### config.mk
export PLATFORM = sky130hd
export DESIGN_NAME = seq_scan_controller_flat
export DESIGN_NICKNAME = d
export VERILOG_FILES = /design/src/rtl/seq_scan_controller_if.sv /design/src/rtl/seq_scan_controller.sv /design/src/flat_wrapper.sv
export SDC_FILE = /design/constraint.sdc
export NUM_CORES = 1
export LEC_CHECK = 0
export CORE_ASPECT_RATIO = 0.5
export CORE_UTILIZATION = 40
export CTS_CLUSTER_DIAMETER = 100
export DETAILED_ROUTE_END_ITERATION = 8
export MAX_ROUTING_LAYER = met4
export PLACE_DENSITY = 0.57
export SYNTH_ARGS = -nofsm -noshare
export SYNTH_HDL_FRONTEND = slang
export SYNTH_SLANG_ARGS = --single-unit
### constraint.sdc
create_clock -name clk -period 4.2 [get_ports clk]
set_input_delay 0.84 -clock clk [delete_from_list [all_inputs] [get_ports clk]]
set_output_delay 0.84 -clock clk [all_outputs]
set_load 0.05 [all_outputs]
### src/rtl/seq_scan_controller_if.sv
// Host/serial-source bundle for seq_scan_controller: config, control, serial bits and status.
interface seq_scan_controller_if #(
  parameter int unsigned MAXLEN = 8,
  parameter int unsigned LENW   = 4,
  parameter int unsigned WINW   = 16,
  parameter int unsigned CNTW   = 16
);
  logic              start;
  logic              abort;
  logic [MAXLEN-1:0] cfg_pattern;
  logic [LENW-1:0]   cfg_len;
  logic              cfg_overlap;
  logic [WINW-1:0]   cfg_window;
  logic              bit_in;
  logic              bit_valid;
  logic              busy;
  logic              done;
  logic              match;
  logic [CNTW-1:0]   match_count;

  modport master (
    output start, abort, cfg_pattern, cfg_len, cfg_overlap, cfg_window, bit_in, bit_valid,
    input  busy, done, match, match_count
  );

  modport slave (
    input  start, abort, cfg_pattern, cfg_len, cfg_overlap, cfg_window, bit_in, bit_valid,
    output busy, done, match, match_count
  );
endinterface

### src/rtl/seq_scan_controller.sv
// Configurable serial pattern detector sequenced over a bounded scan window, counting matches.
module seq_scan_controller #(
  parameter int unsigned MAXLEN = 8,
  parameter int unsigned LENW   = 4,
  parameter int unsigned WINW   = 16,
  parameter int unsigned CNTW   = 16
) (
  input  logic                    clk,
  input  logic                    rst,
  seq_scan_controller_if.slave    bus
);

  typedef enum logic [1:0] {IDLE, SCAN, DONE} state_t;

  state_t            r_state;
  logic [MAXLEN-1:0] r_pat;
  logic [LENW-1:0]   r_len;
  logic              r_overlap;
  logic [WINW-1:0]   r_win;
  // Only MAXLEN-1 bits need storing: the newest bit completes the post-shift history.
  logic [MAXLEN-2:0] r_hist;
  logic [LENW-1:0]   r_fill;
  logic [WINW-1:0]   r_cnt;
  logic              r_busy;
  logic              r_done;
  logic              r_match;
  logic [CNTW-1:0]   r_count;

  logic [LENW-1:0]   w_len;
  logic [MAXLEN-1:0] w_hist_nx;
  logic [MAXLEN-1:0] w_mask;
  logic [LENW-1:0]   w_fill_nx;
  logic              w_accept;
  logic              w_hit;
  logic              w_last;

  always_comb begin
    w_len     = (r_len > LENW'(MAXLEN)) ? LENW'(MAXLEN) : r_len;
    w_hist_nx = {r_hist, bus.bit_in};
    w_fill_nx = (r_fill >= LENW'(MAXLEN)) ? r_fill : r_fill + LENW'(1);
    w_accept  = (r_state == SCAN) && bus.bit_valid && (r_cnt < r_win);
    w_mask    = '0;
    for (int unsigned i = 0; i < MAXLEN; i++) begin
      if (i < 32'(w_len)) w_mask[i] = 1'b1;
    end
    w_hit  = w_accept && (w_len != '0) && (w_fill_nx >= w_len) &&
             (((w_hist_nx ^ r_pat) & w_mask) == '0);
    w_last = w_accept ? ((r_cnt + WINW'(1)) == r_win) : (r_cnt == r_win);
  end

  always_ff @(posedge clk or negedge rst) begin
    if (!rst) begin
      r_state   <= IDLE;
      r_pat     <= '0;
      r_len     <= '0;
      r_overlap <= 1'b0;
      r_win     <= '0;
      r_hist    <= '0;
      r_fill    <= '0;
      r_cnt     <= '0;
      r_busy    <= 1'b0;
      r_done    <= 1'b0;
      r_match   <= 1'b0;
      r_count   <= '0;
    end else begin
      r_match <= 1'b0;
      r_done  <= 1'b0;
      case (r_state)
        IDLE: begin
          if (bus.start) begin
            r_pat     <= bus.cfg_pattern;
            r_len     <= bus.cfg_len;
            r_overlap <= bus.cfg_overlap;
            r_win     <= bus.cfg_window;
            r_hist    <= '0;
            r_fill    <= '0;
            r_cnt     <= '0;
            r_count   <= '0;
            r_busy    <= 1'b1;
            r_state   <= SCAN;
          end
        end
        SCAN: begin
          if (w_accept) begin
            r_hist <= w_hist_nx[MAXLEN-2:0];
            r_cnt  <= r_cnt + WINW'(1);
            r_fill <= (w_hit && !r_overlap) ? '0 : w_fill_nx;
          end
          if (w_hit) begin
            r_match <= 1'b1;
            if (!(&r_count)) r_count <= r_count + CNTW'(1);
          end
          // Abort takes priority over completion so an aborted scan never reports done.
          if (bus.abort) begin
            r_busy  <= 1'b0;
            r_state <= IDLE;
          end else if (w_last) begin
            r_busy  <= 1'b0;
            r_done  <= 1'b1;
            r_state <= DONE;
          end
        end
        DONE:    r_state <= IDLE;
        default: r_state <= IDLE;
      endcase
    end
  end

  assign bus.busy        = r_busy;
  assign bus.done        = r_done;
  assign bus.match       = r_match;
  assign bus.match_count = r_count;

endmodule

### src/flat_wrapper.sv
// flat-port wrapper written by rule: the top's interface ports become plain ports
module seq_scan_controller_flat 
#(
  parameter int unsigned MAXLEN = 8,
  parameter int unsigned LENW   = 4,
  parameter int unsigned WINW   = 16,
  parameter int unsigned CNTW   = 16
)
  (clk, rst, bus_start, bus_abort, bus_cfg_pattern, bus_cfg_len, bus_cfg_overlap, bus_cfg_window, bus_bit_in, bus_bit_valid, bus_busy, bus_done, bus_match, bus_match_count);
  seq_scan_controller_if #(.MAXLEN(MAXLEN), .LENW(LENW), .WINW(WINW), .CNTW(CNTW)) bus_i ();
  input  logic clk;
  input  logic rst;
  input wire logic [$bits(bus_i.start)-1:0] bus_start;
  input wire logic [$bits(bus_i.abort)-1:0] bus_abort;
  input wire logic [$bits(bus_i.cfg_pattern)-1:0] bus_cfg_pattern;
  input wire logic [$bits(bus_i.cfg_len)-1:0] bus_cfg_len;
  input wire logic [$bits(bus_i.cfg_overlap)-1:0] bus_cfg_overlap;
  input wire logic [$bits(bus_i.cfg_window)-1:0] bus_cfg_window;
  input wire logic [$bits(bus_i.bit_in)-1:0] bus_bit_in;
  input wire logic [$bits(bus_i.bit_valid)-1:0] bus_bit_valid;
  output wire logic [$bits(bus_i.busy)-1:0] bus_busy;
  output wire logic [$bits(bus_i.done)-1:0] bus_done;
  output wire logic [$bits(bus_i.match)-1:0] bus_match;
  output wire logic [$bits(bus_i.match_count)-1:0] bus_match_count;
  assign bus_i.start = bus_start;
  assign bus_i.abort = bus_abort;
  assign bus_i.cfg_pattern = bus_cfg_pattern;
  assign bus_i.cfg_len = bus_cfg_len;
  assign bus_i.cfg_overlap = bus_cfg_overlap;
  assign bus_i.cfg_window = bus_cfg_window;
  assign bus_i.bit_in = bus_bit_in;
  assign bus_i.bit_valid = bus_bit_valid;
  assign bus_busy = bus_i.busy;
  assign bus_done = bus_i.done;
  assign bus_match = bus_i.match;
  assign bus_match_count = bus_i.match_count;
  seq_scan_controller #(.MAXLEN(MAXLEN), .LENW(LENW), .WINW(WINW), .CNTW(CNTW)) u_core (.clk(clk), .rst(rst), .bus(bus_i));
endmodule
Word level (Yosys, flattened, before mapping)
Cells that the tools add are included.
Operators by class
  mux-type cells: 37
  reduce and logical (&&, ||, !) cells: 17
  equal/unequal tests: 8
  bitwise gates (word level): 2
  add/sub/neg operators: 3
  magnitude comparators: 12
Operators with widths (count)
  2-to-1 mux 16 bit: 4
  case mux 16 bit (2 select lines): 2
  adder 16 x 1 -> 16 bit (second input constant): 2
  == test 16 bit: 2
  2-to-1 mux 4 bit: 5
  2-to-1 mux 1 bit: 17
  less-than comparator 16 bit: 1
  less-than comparator 3 x 4 -> 1 bit (first input constant): 4
  AND reduction 16 bit: 1
  2-to-1 mux 7 bit: 2
  case mux 7 bit (2 select lines): 1
  bitwise AND 8 bit: 1
  zero test 8 bit: 1
  less-than comparator 1 x 4 -> 1 bit (first input constant): 2
  less-than comparator 2 x 4 -> 1 bit (first input constant): 2
  case mux 4 bit (2 select lines): 1
  bitwise XOR 8 bit: 1
  logical AND 1 bit: 6
  2-to-1 mux 2 bit: 3
  AND reduction 3 bit: 2
  adder 4 x 1 -> 4 bit (second input constant): 1
  greater-or-equal comparator 4 bit: 1
  greater-or-equal comparator 4 bit (second input constant): 1
  greater-than comparator 4 bit (second input constant): 1
  other kinds (12): 15
Storage, ports and cells
  input port bits: 35
  output and inout bits: 19
  flip-flop bits (word level): 77

Depth between registers and ports, before layout
Gate-level depths: netlist of the first run.
  depth in word-level cells: 11
  gate-level depth with buffers: 13
  mapped depth without buffers: 10

Worst setup path after synthesis of the first run
No wires, ideal clock.
  kind: flip-flop to flip-flop
  start point: reg u_core.r_fill[0]
  end point: reg u_core.r_count[7], in the netlist u_core.bus.match_count[7]
  arrival: 2742 ps
  buffers on the path: 3
  stages on the path, launching flop included: 14
  period minus slack after synthesis: 2838 ps
  slack: 1362 ps
  path through: dfrtp_1 > inv_1 > ha_1 > mux2_2 > ha_1 > a21o_1 > a21o_1 > a21oi_1 > or4_4 > buf_6 > or2_1 > buf_6 > buf_6 > o31ai_1
Between the ends
  word-level cells in the longest chain between the ends: 7
RTL lines
  from (decl): line seq_scan_controller.sv:22  | logic [LENW-1:0] r_fill;
  from (signal assigned): line seq_scan_controller.sv:87  | r_fill <= (w_hit && !r_overlap) ? '0 : w_fill_nx;
  adder 4 x 1 -> 4 bit / greater-or-equal comparator 4 bit (equally long branches): line seq_scan_controller.sv:40  | w_fill_nx = (r_fill >= LENW'(MAXLEN)) ? r_fill : r_fill + LENW'(1);
  2-to-1 mux 4 bit (*): line seq_scan_controller.sv:40
  greater-or-equal comparator 4 bit (*): line seq_scan_controller.sv:46  | w_hit = w_accept && (w_len != '0) && (w_fill_nx >= w_len) &&
  logical AND 1 bit (*) (2 in a row): line seq_scan_controller.sv:46
  inequality test 2 x 1 -> 1 bit (no source line) (*)
  AND reduction 4 bit (no source line) (*)
  to (signal assigned): line seq_scan_controller.sv:91  | if (!(&r_count)) r_count <= r_count + CNTW'(1);
  to (decl): line seq_scan_controller.sv:27  | logic [CNTW-1:0] r_count;
Mark *: on every way between the ends. The rest lies on a longest branch, timed or not.
A chain may end at the register's enable or synchronous reset.

Worst setup path in the final report of the first run
  start point: reg u_core.r_cnt[9]
  end point: reg u_core.r_count[2], in the netlist u_core.bus.match_count[2]
Between the ends
  word-level cells in the longest chain between the ends: 7
RTL lines
  from (decl): line seq_scan_controller.sv:23  | logic [WINW-1:0] r_cnt;
  from (signal assigned): line seq_scan_controller.sv:86  | r_cnt <= r_cnt + WINW'(1);
  less-than comparator 16 bit: line seq_scan_controller.sv:41  | w_accept = (r_state == SCAN) && bus.bit_valid && (r_cnt < r_win);
  logical AND 1 bit: line seq_scan_controller.sv:41
  logical AND 1 bit (3 in a row): line seq_scan_controller.sv:46
  inequality test 2 x 1 -> 1 bit (no source line)
  AND reduction 4 bit (no source line)
Every way passes these cells.

==> results.py, run 1 <==
metrics = {
    "grt": {
        "met2_usage": 0.305,
        "track_usage": 0.202,
        "grt_pass1_vias": 3639,
        "grt_util_met1": 0.275,
        "busiest_layer": "met2",
        "grtUsageMet3": 0.0480,
        "grt_max_degree": 78,
        "overflow": 0,
        "grt_pass1_wl_um": 18500,
        "antenna_found_initial": 0,
    },
    "pwr": {
        "p_leak_uw": 0.00245,
        "switchingPower_uw": 903,
        "clockPowerShare": 0.324,
        "peakVddDrop_v": 0.000284,
        "p_int_uw": 1730,
        "totalPowerFinal_uw": 2630,
        "p_per_area_nw_per_um2": 477,
        "p_seq_frac": 0.382,
        "combPwrFrac": 0.293,
        "p_sw_frac": 0.343,
    },
    "logic_synthesis": {
        "avgSynthCellArea_um2": 8.75,
        "synth_top_family_by_area": "simple AND/OR/NAND/NOR gates",
        "synth_xor_area_frac": 0.0613,
        "synth-adder-area-share": 0.0657,
        "ys_seq_area_frac": 0.422,
        "netlist_area_um2": 4570,
        "async_flop_share": 1.00,
        "netlist_instances": 522,
        "synth-simple-area-share": 0.220,
        "synth_flop_cell": "dfrtp_1",
        "post_synth_num_cell_types": 54,
        "synth_mux_area_frac": 0.00931,
        "yosys_warnings": 0,
        "synth_nets": 581,
        "synth_seq_cells": 77,
        "synth_compound_area_frac": 0.175,
        "synth_edf_count": 0,
    },
    "critical_path": {
        "cp.required_ns": 4.38,
        "crit_start": "u_core.r_cnt[9]",
        "path_cells": "ha_1 -> nand4_1 -> nor4_1 -> a21boi_0 -> nor3_2 -> nand2_1 -> or2_1 -> o21ai_0",
        "crit_arrival_ns": 3.36,
        "cp_slowest_cell": "or2_1",
        "path_class": "register to register",
        "crit_path_start_kind": "register",
        "max_stage_delay_ns": 0.58,
        "cp_max_fo": 15,
        "rr_startpoint": "u_core.r_cnt[9]",
        "end_kind": "register",
    },
    "place": {
        "dp_cells": 698,
        "buffer_ports.inserted": 53,
        "place_congestion": 0.793,
        "dpl.hpwl_um": 7320,
        "post-place-ws_ns": 0.833,
    },
    "timing": {
        "fin_ws_ns": 1.02,
        "relSlewSlack": 0.250,
        "rsz0062_at_grt": "no",
        "finClkSkew_ns": 0.00734,
        "tns_ns": 0,
        "fin_crit_ns": 3.18,
        "timing.fmax_mhz": 315,
        "final_max_slew_viol_count": 0,
        "finalSetupViolations": 0,
        "post-route-period-util": 0.757,
        "tightest_slew_ns": 1.12,
        "finalHoldViolations": 0,
    },
    "cts": {
        "clkSinkCount": 77,
        "ctsHtreeMaxLevel": 3,
        "cts_tree": "yes",
        "clk_latency_ns": 0.33,
        "clkTransAtPathRegs_ns": 0.06,
        "cts-root-buf": "clkbuf_16",
        "cts_hold_buffers": 0,
        "cts_buffers": 9,
        "cts_resized": 0,
        "post_cts_buffers": 0,
        "cts_max_path_buffers": 2,
    },
    "die": {
        "std_cell_rows": 27,
        "die_area_um2": 11900,
        "io_pins": 54,
        "die_h_um": 77.6,
        "start_util": 0.414,
        "die_x_um": 153,
        "core_area_um2": 11000,
    },
    "finish": {
        "fin_util": 0.500,
        "drive_gt1_frac": 0.0685,
        "areaGrowthSynthToFinish_pct": 20.9,
        "fin_cells": 714,
        "fin_nets": 623,
        "nFillCells": 1095,
        "diodes": 0,
    },
    "route": {
        "drcViolationCount": 0,
        "ant_nets": 0,
        "wl_per_cell_um": 14.9,
        "firstDrtPassIters": 5,
        "dr_total_vias": 3809,
        "drt_iter0_markers": 194,
        "viasPerCell": 5.33,
        "routed_wl_um": 10700,
    },
    "worst_hold_path": {
        "hold_path_class": "register to register",
        "min_from": "u_core.r_win[0]",
    },
    "flow_run": {
        "maxCapViolations": 0,
    },
    "status": {
        "status": "completed",
    },
}
==> cell usage in the layout (no fill, tap or decap), types with 4 or more instances in the layout <==
cell type	netlist	final
nand2_1	106	106
dfrtp_1	77	77
clkdlybuf4s50_1	0	52
o21ai_0	48	48
nand3_1	30	30
ha_1	24	24
nor2_1	22	22
inv_1	20	20
xnor2_1	16	16
xor2_1	16	16
a21oi_1	13	13
o31ai_1	13	13
clkbuf_16	0	9
nand4_1	8	8
buf_4	0	8
o211ai_1	7	7
and2_1	7	7
nand2b_1	6	6
a31o_2	6	6
o311ai_0	6	6
a31oi_1	6	6
nor3b_1	5	5
nor2b_1	4	4
nor4_1	4	4
and4_1	4	4
==> power by group through the flow <==
stage                     registers [uW]  logic (uW)  clock network, uW
final                               1010         773                855
after global placement              1020         771                  0
after CTS                           1010         783                876
after floorplan                     1100         451                  0
after detailed placement            1020         780                  0
after global routing                1030         868                915
==> sequential cells by signal (all words and copies together), names as in the netlist <==
register	cells
u_core.bus.busy	1
u_core.bus.done	1
u_core.bus.match	1
u_core.bus.match_count	16
u_core.r_cnt	16
u_core.r_fill	4
u_core.r_hist	7
u_core.r_len	4
u_core.r_overlap	1
u_core.r_pat	8
u_core.r_state	2
u_core.r_win	16
==> synthesized netlist by cell type (7+ instances only) <==
| cell type | n | area [um2] |
|---|---|---|
| nand2_1 | 106 | 398 |
| dfrtp_1 | 77 | 1930 |
| o21ai_0 | 48 | 240 |
| nand3_1 | 30 | 150 |
| ha_1 | 24 | 300 |
| nor2_1 | 22 | 82.6 |
| inv_1 | 20 | 75.1 |
| clkbuf_1 | 19 | 71.3 |
| xnor2_1 | 16 | 140 |
| xor2_1 | 16 | 140 |
| a21oi_1 | 13 | 65.1 |
| o31ai_1 | 13 | 97.6 |
| nand4_1 | 8 | 50.1 |
| and2_1 | 7 | 43.8 |
| o211ai_1 | 7 | 52.6 |
==> final cells by class <==
type                       instances  area, um2  share of cell area
inverter                          21       78.8              0.0143
timing repair buffer              60        581               0.105
multi-input combinational        395       2430               0.440
sequential                        77       1930               0.349
clock inverter                     4       70.1              0.0127
tap                              145        181              0.0329
clock buffer                      12        256              0.0464
==> through the flow <==
stage | cell area [um2] | hold WS (ns)
floorplan | 4570 | 0.450
global placement | 5200 | 0.470
detailed placement | 5200 | 0.478
CTS | 5520 | 0.491
global route | 5520 | 0.526
finish | 5520 | 0.491
==> path summary, 6_finish.rpt <==
path	endpoint	slack, ns	cells past startpoint
setup / recovery	u_core.bus.match_count[2]	1.02	8
hold / removal	u_core.r_win[0]	0.49	2
setup reg to reg	u_core.bus.match_count[2]	1.02	8
hold reg to reg	u_core.r_win[0]	0.49	2
max in group asynchronous	u_core.bus.match_count[5]	2.88	1
min in group asynchronous	u_core.r_win[5]	0.67	1
==> critical path: cells and delay by family (launching register included) <==
family          cells  cell delay (ns)
compound gates      2             0.55
fa+ha+maj           1             0.35
flops               1             0.48
simple gates        5             1.64
==> cells by family after synthesis <==
logic type,count (synthesis)
fa+ha+maj,24
xor+xnor,32
buf+inv,50
mux,4
compound gates,121
flops,77
simple gates,214
==> metal layers <==
layer	share of wire	wire (um)
met1	0.52	5580
met5	0	0
met4	0.0066	70
met3	0.029	312
met2	0.44	4700
Note: power is estimated with default switching activity, not from simulation.
==> inputs of run 2 (changes only) <==
==> constraint.sdc (replaced) <==
create_clock -name clk -period 3.2 [get_ports clk]
set_input_delay 0.64 -clock clk [delete_from_list [all_inputs] [get_ports clk]]
set_output_delay 0.64 -clock clk [all_outputs]
set_load 0.05 [all_outputs]
==> results.py, run 2 (synthesis results as in run 1) <==
metrics = {
    "timing": {
        "finalSetupViolations": 0,
        "timing.fmax_mhz": 338,
        "final_max_slew_viol_count": 0,
        "finalHoldViolations": 0,
        "tightest_slew_ns": 1.01,
        "fin_crit_ns": 2.96,
        "rsz0062_at_grt": "no",
        "relSlewSlack": 0.326,
        "post-route-period-util": 0.924,
        "tns_ns": 0,
        "finClkSkew_ns": 0.00878,
    },
    "cts": {
        "post_cts_buffers": 0,
        "cts_resized": 0,
        "cts_hold_buffers": 0,
        "cts_tree": "yes",
        "cts_max_path_buffers": 2,
        "cts-root-buf": "clkbuf_16",
        "clkTransAtPathRegs_ns": 0.06,
        "cts_buffers": 9,
        "clkSinkCount": 77,
        "ctsHtreeMaxLevel": 3,
        "clk_latency_ns": 0.34,
    },
    "critical_path": {
        "crit_start": "u_core.r_fill[0]",
        "cp_slowest_cell": "or2_1",
        "end_kind": "register",
        "cp.required_ns": 3.43,
        "path_buf_inv": 1,
        "path_delay_family": "simple AND/OR/NAND/NOR gates",
        "path_cells": "inv_1 -> ha_1 -> mux2_2 -> ha_1 -> a21o_1 -> a21o_1 -> a21oi_1 -> or4_4 -> or2_1 -> a31o_2",
        "ff2ff_path_depth": 10,
        "worstSetupPathDepth": 10,
        "crit_path_start_kind": "register",
        "max_stage_delay_ns": 0.47,
        "rr_startpoint": "u_core.r_fill[0]",
        "path_class": "register to register",
        "cp_max_fo": 15,
        "crit_arrival_ns": 3.19,
    },
    "pwr": {
        "switchingPower_uw": 1210,
        "p_int_uw": 2430,
        "p_sw_frac": 0.333,
        "p_per_area_nw_per_um2": 645,
        "peakVddDrop_v": 0.000314,
        "p_leak_uw": 0.00251,
        "clockPowerShare": 0.352,
        "combPwrFrac": 0.286,
        "p_seq_frac": 0.362,
    },
    "route": {
        "wl_per_cell_um": 15.0,
        "drcViolationCount": 0,
        "viasPerCell": 5.36,
        "drt-met1-wl_um": 5630,
        "wl_met2_um": 4800,
        "dr_total_vias": 3884,
        "routed.top_layer": "met4",
        "wl_met3_um": 359,
        "firstDrtPassIters": 4,
        "routed_wl_um": 10900,
        "drt_iter0_markers": 265,
        "ant_nets": 0,
    },
    "finish": {
        "final_common_cell": "nand2_1",
        "layout_common_cells": "nand2_1, dfrtp_1, clkdlybuf4s50_1",
        "fin_util": 0.511,
        "fin_nets": 633,
        "diodes": 0,
        "areaGrowthSynthToFinish_pct": 23.5,
        "drive_gt1_frac": 0.0864,
    },
    "place": {
        "place_congestion": 0.788,
        "buffer_ports.inserted": 53,
        "dpl.hpwl_um": 7490,
    },
    "die": {
        "die_area_um2": 11900,
        "die_h_um": 77.6,
        "die_x_um": 153,
        "std_cell_rows": 27,
        "io_pins": 54,
        "start_util": 0.414,
        "core_area_um2": 11000,
    },
    "grt": {
        "track_usage": 0.204,
        "grt_pass1_vias": 3688,
        "overflow": 0,
        "antenna_found_initial": 0,
        "grt_pass1_wl_um": 18700,
        "grt_max_degree": 78,
    },
    "flow_run": {
        "maxCapViolations": 0,
    },
    "worst_hold_path": {
        "hold_path_class": "input port to async pin",
    },
    "status": {
        "status": "completed",
    },
}
==> run 2: cell types whose count changed in the layout (fill, tap and decap cells not counted), sizes merged <==
cell    change
bufinv      +2
buf        +10
clkbuf      -2
==> run 2: final cells by class <==
class | instances | area (um2)
Timing Repair Buffer | 70 | 656
Clock inverter | 6 | 134
Clock buffer | 10 | 239
Multi-Input combinational cell | 395 | 2430
Inverter | 21 | 78.8
Tap cell | 145 | 181
Fill cell | 1042 | 5400
Sequential cell | 77 | 1930
==> run 2: layer usage <==
layer,GRT usage,up-vias
li1,-,1952
met1,0.282,1864
met2,0.304,57
met3,0.0419,11
met4,0.0535,0
met5,-,-
==> run 2: path summary, 6_finish.rpt <==
check | endpoint | slack [ns]
min in group clk | u_core.r_pat[0] | 0.49
worst min register to register | u_core.r_pat[0] | 0.49
worst min-delay path | u_core.r_win[5] | 0.46
worst max-delay path | u_core.bus.match_count[6] | 0.24
max in group asynchronous | u_core.bus.match | 2.06
worst max register to register | u_core.bus.match_count[6] | 0.24
==> run 2: per-stage QoR <==
stage	hold WS (ns)	instances	power (uW)	instance area, um2	setup WS, ns
2_1_floorplan	0.344	522	2030	4570	0.362
3_3_place_gp	0.472	708	2370	5270	0.274
3_5_place_dp	0.484	708	2380	5270	0.227
4_1_cts	0.499	724	3670	5640	0.221
5_1_grt	0.517	724	3860	5640	0.0229
6_report	0.458	724	3640	5640	0.242
==> run 2: power by group through the flow <==
stage | Clock (uW) | Combinational [uW] | Sequential (uW)
after floorplan | 0 | 591 | 1440
after global placement | 0 | 1030 | 1330
after detailed placement | 0 | 1050 | 1330
after CTS | 1300 | 1050 | 1320
after global routing | 1350 | 1160 | 1350
final | 1280 | 1040 | 1320
==> run 2: worst register-to-register path, stage by stage (launching register included) <==
cell,delay [ns]
dfrtp_1,0.45
inv_1,0.07
ha_1,0.28
mux2_2,0.27
ha_1,0.27
a21o_1,0.10
a21o_1,0.10
a21oi_1,0.06
or4_4,0.41
or2_1,0.47
a31o_2,0.35
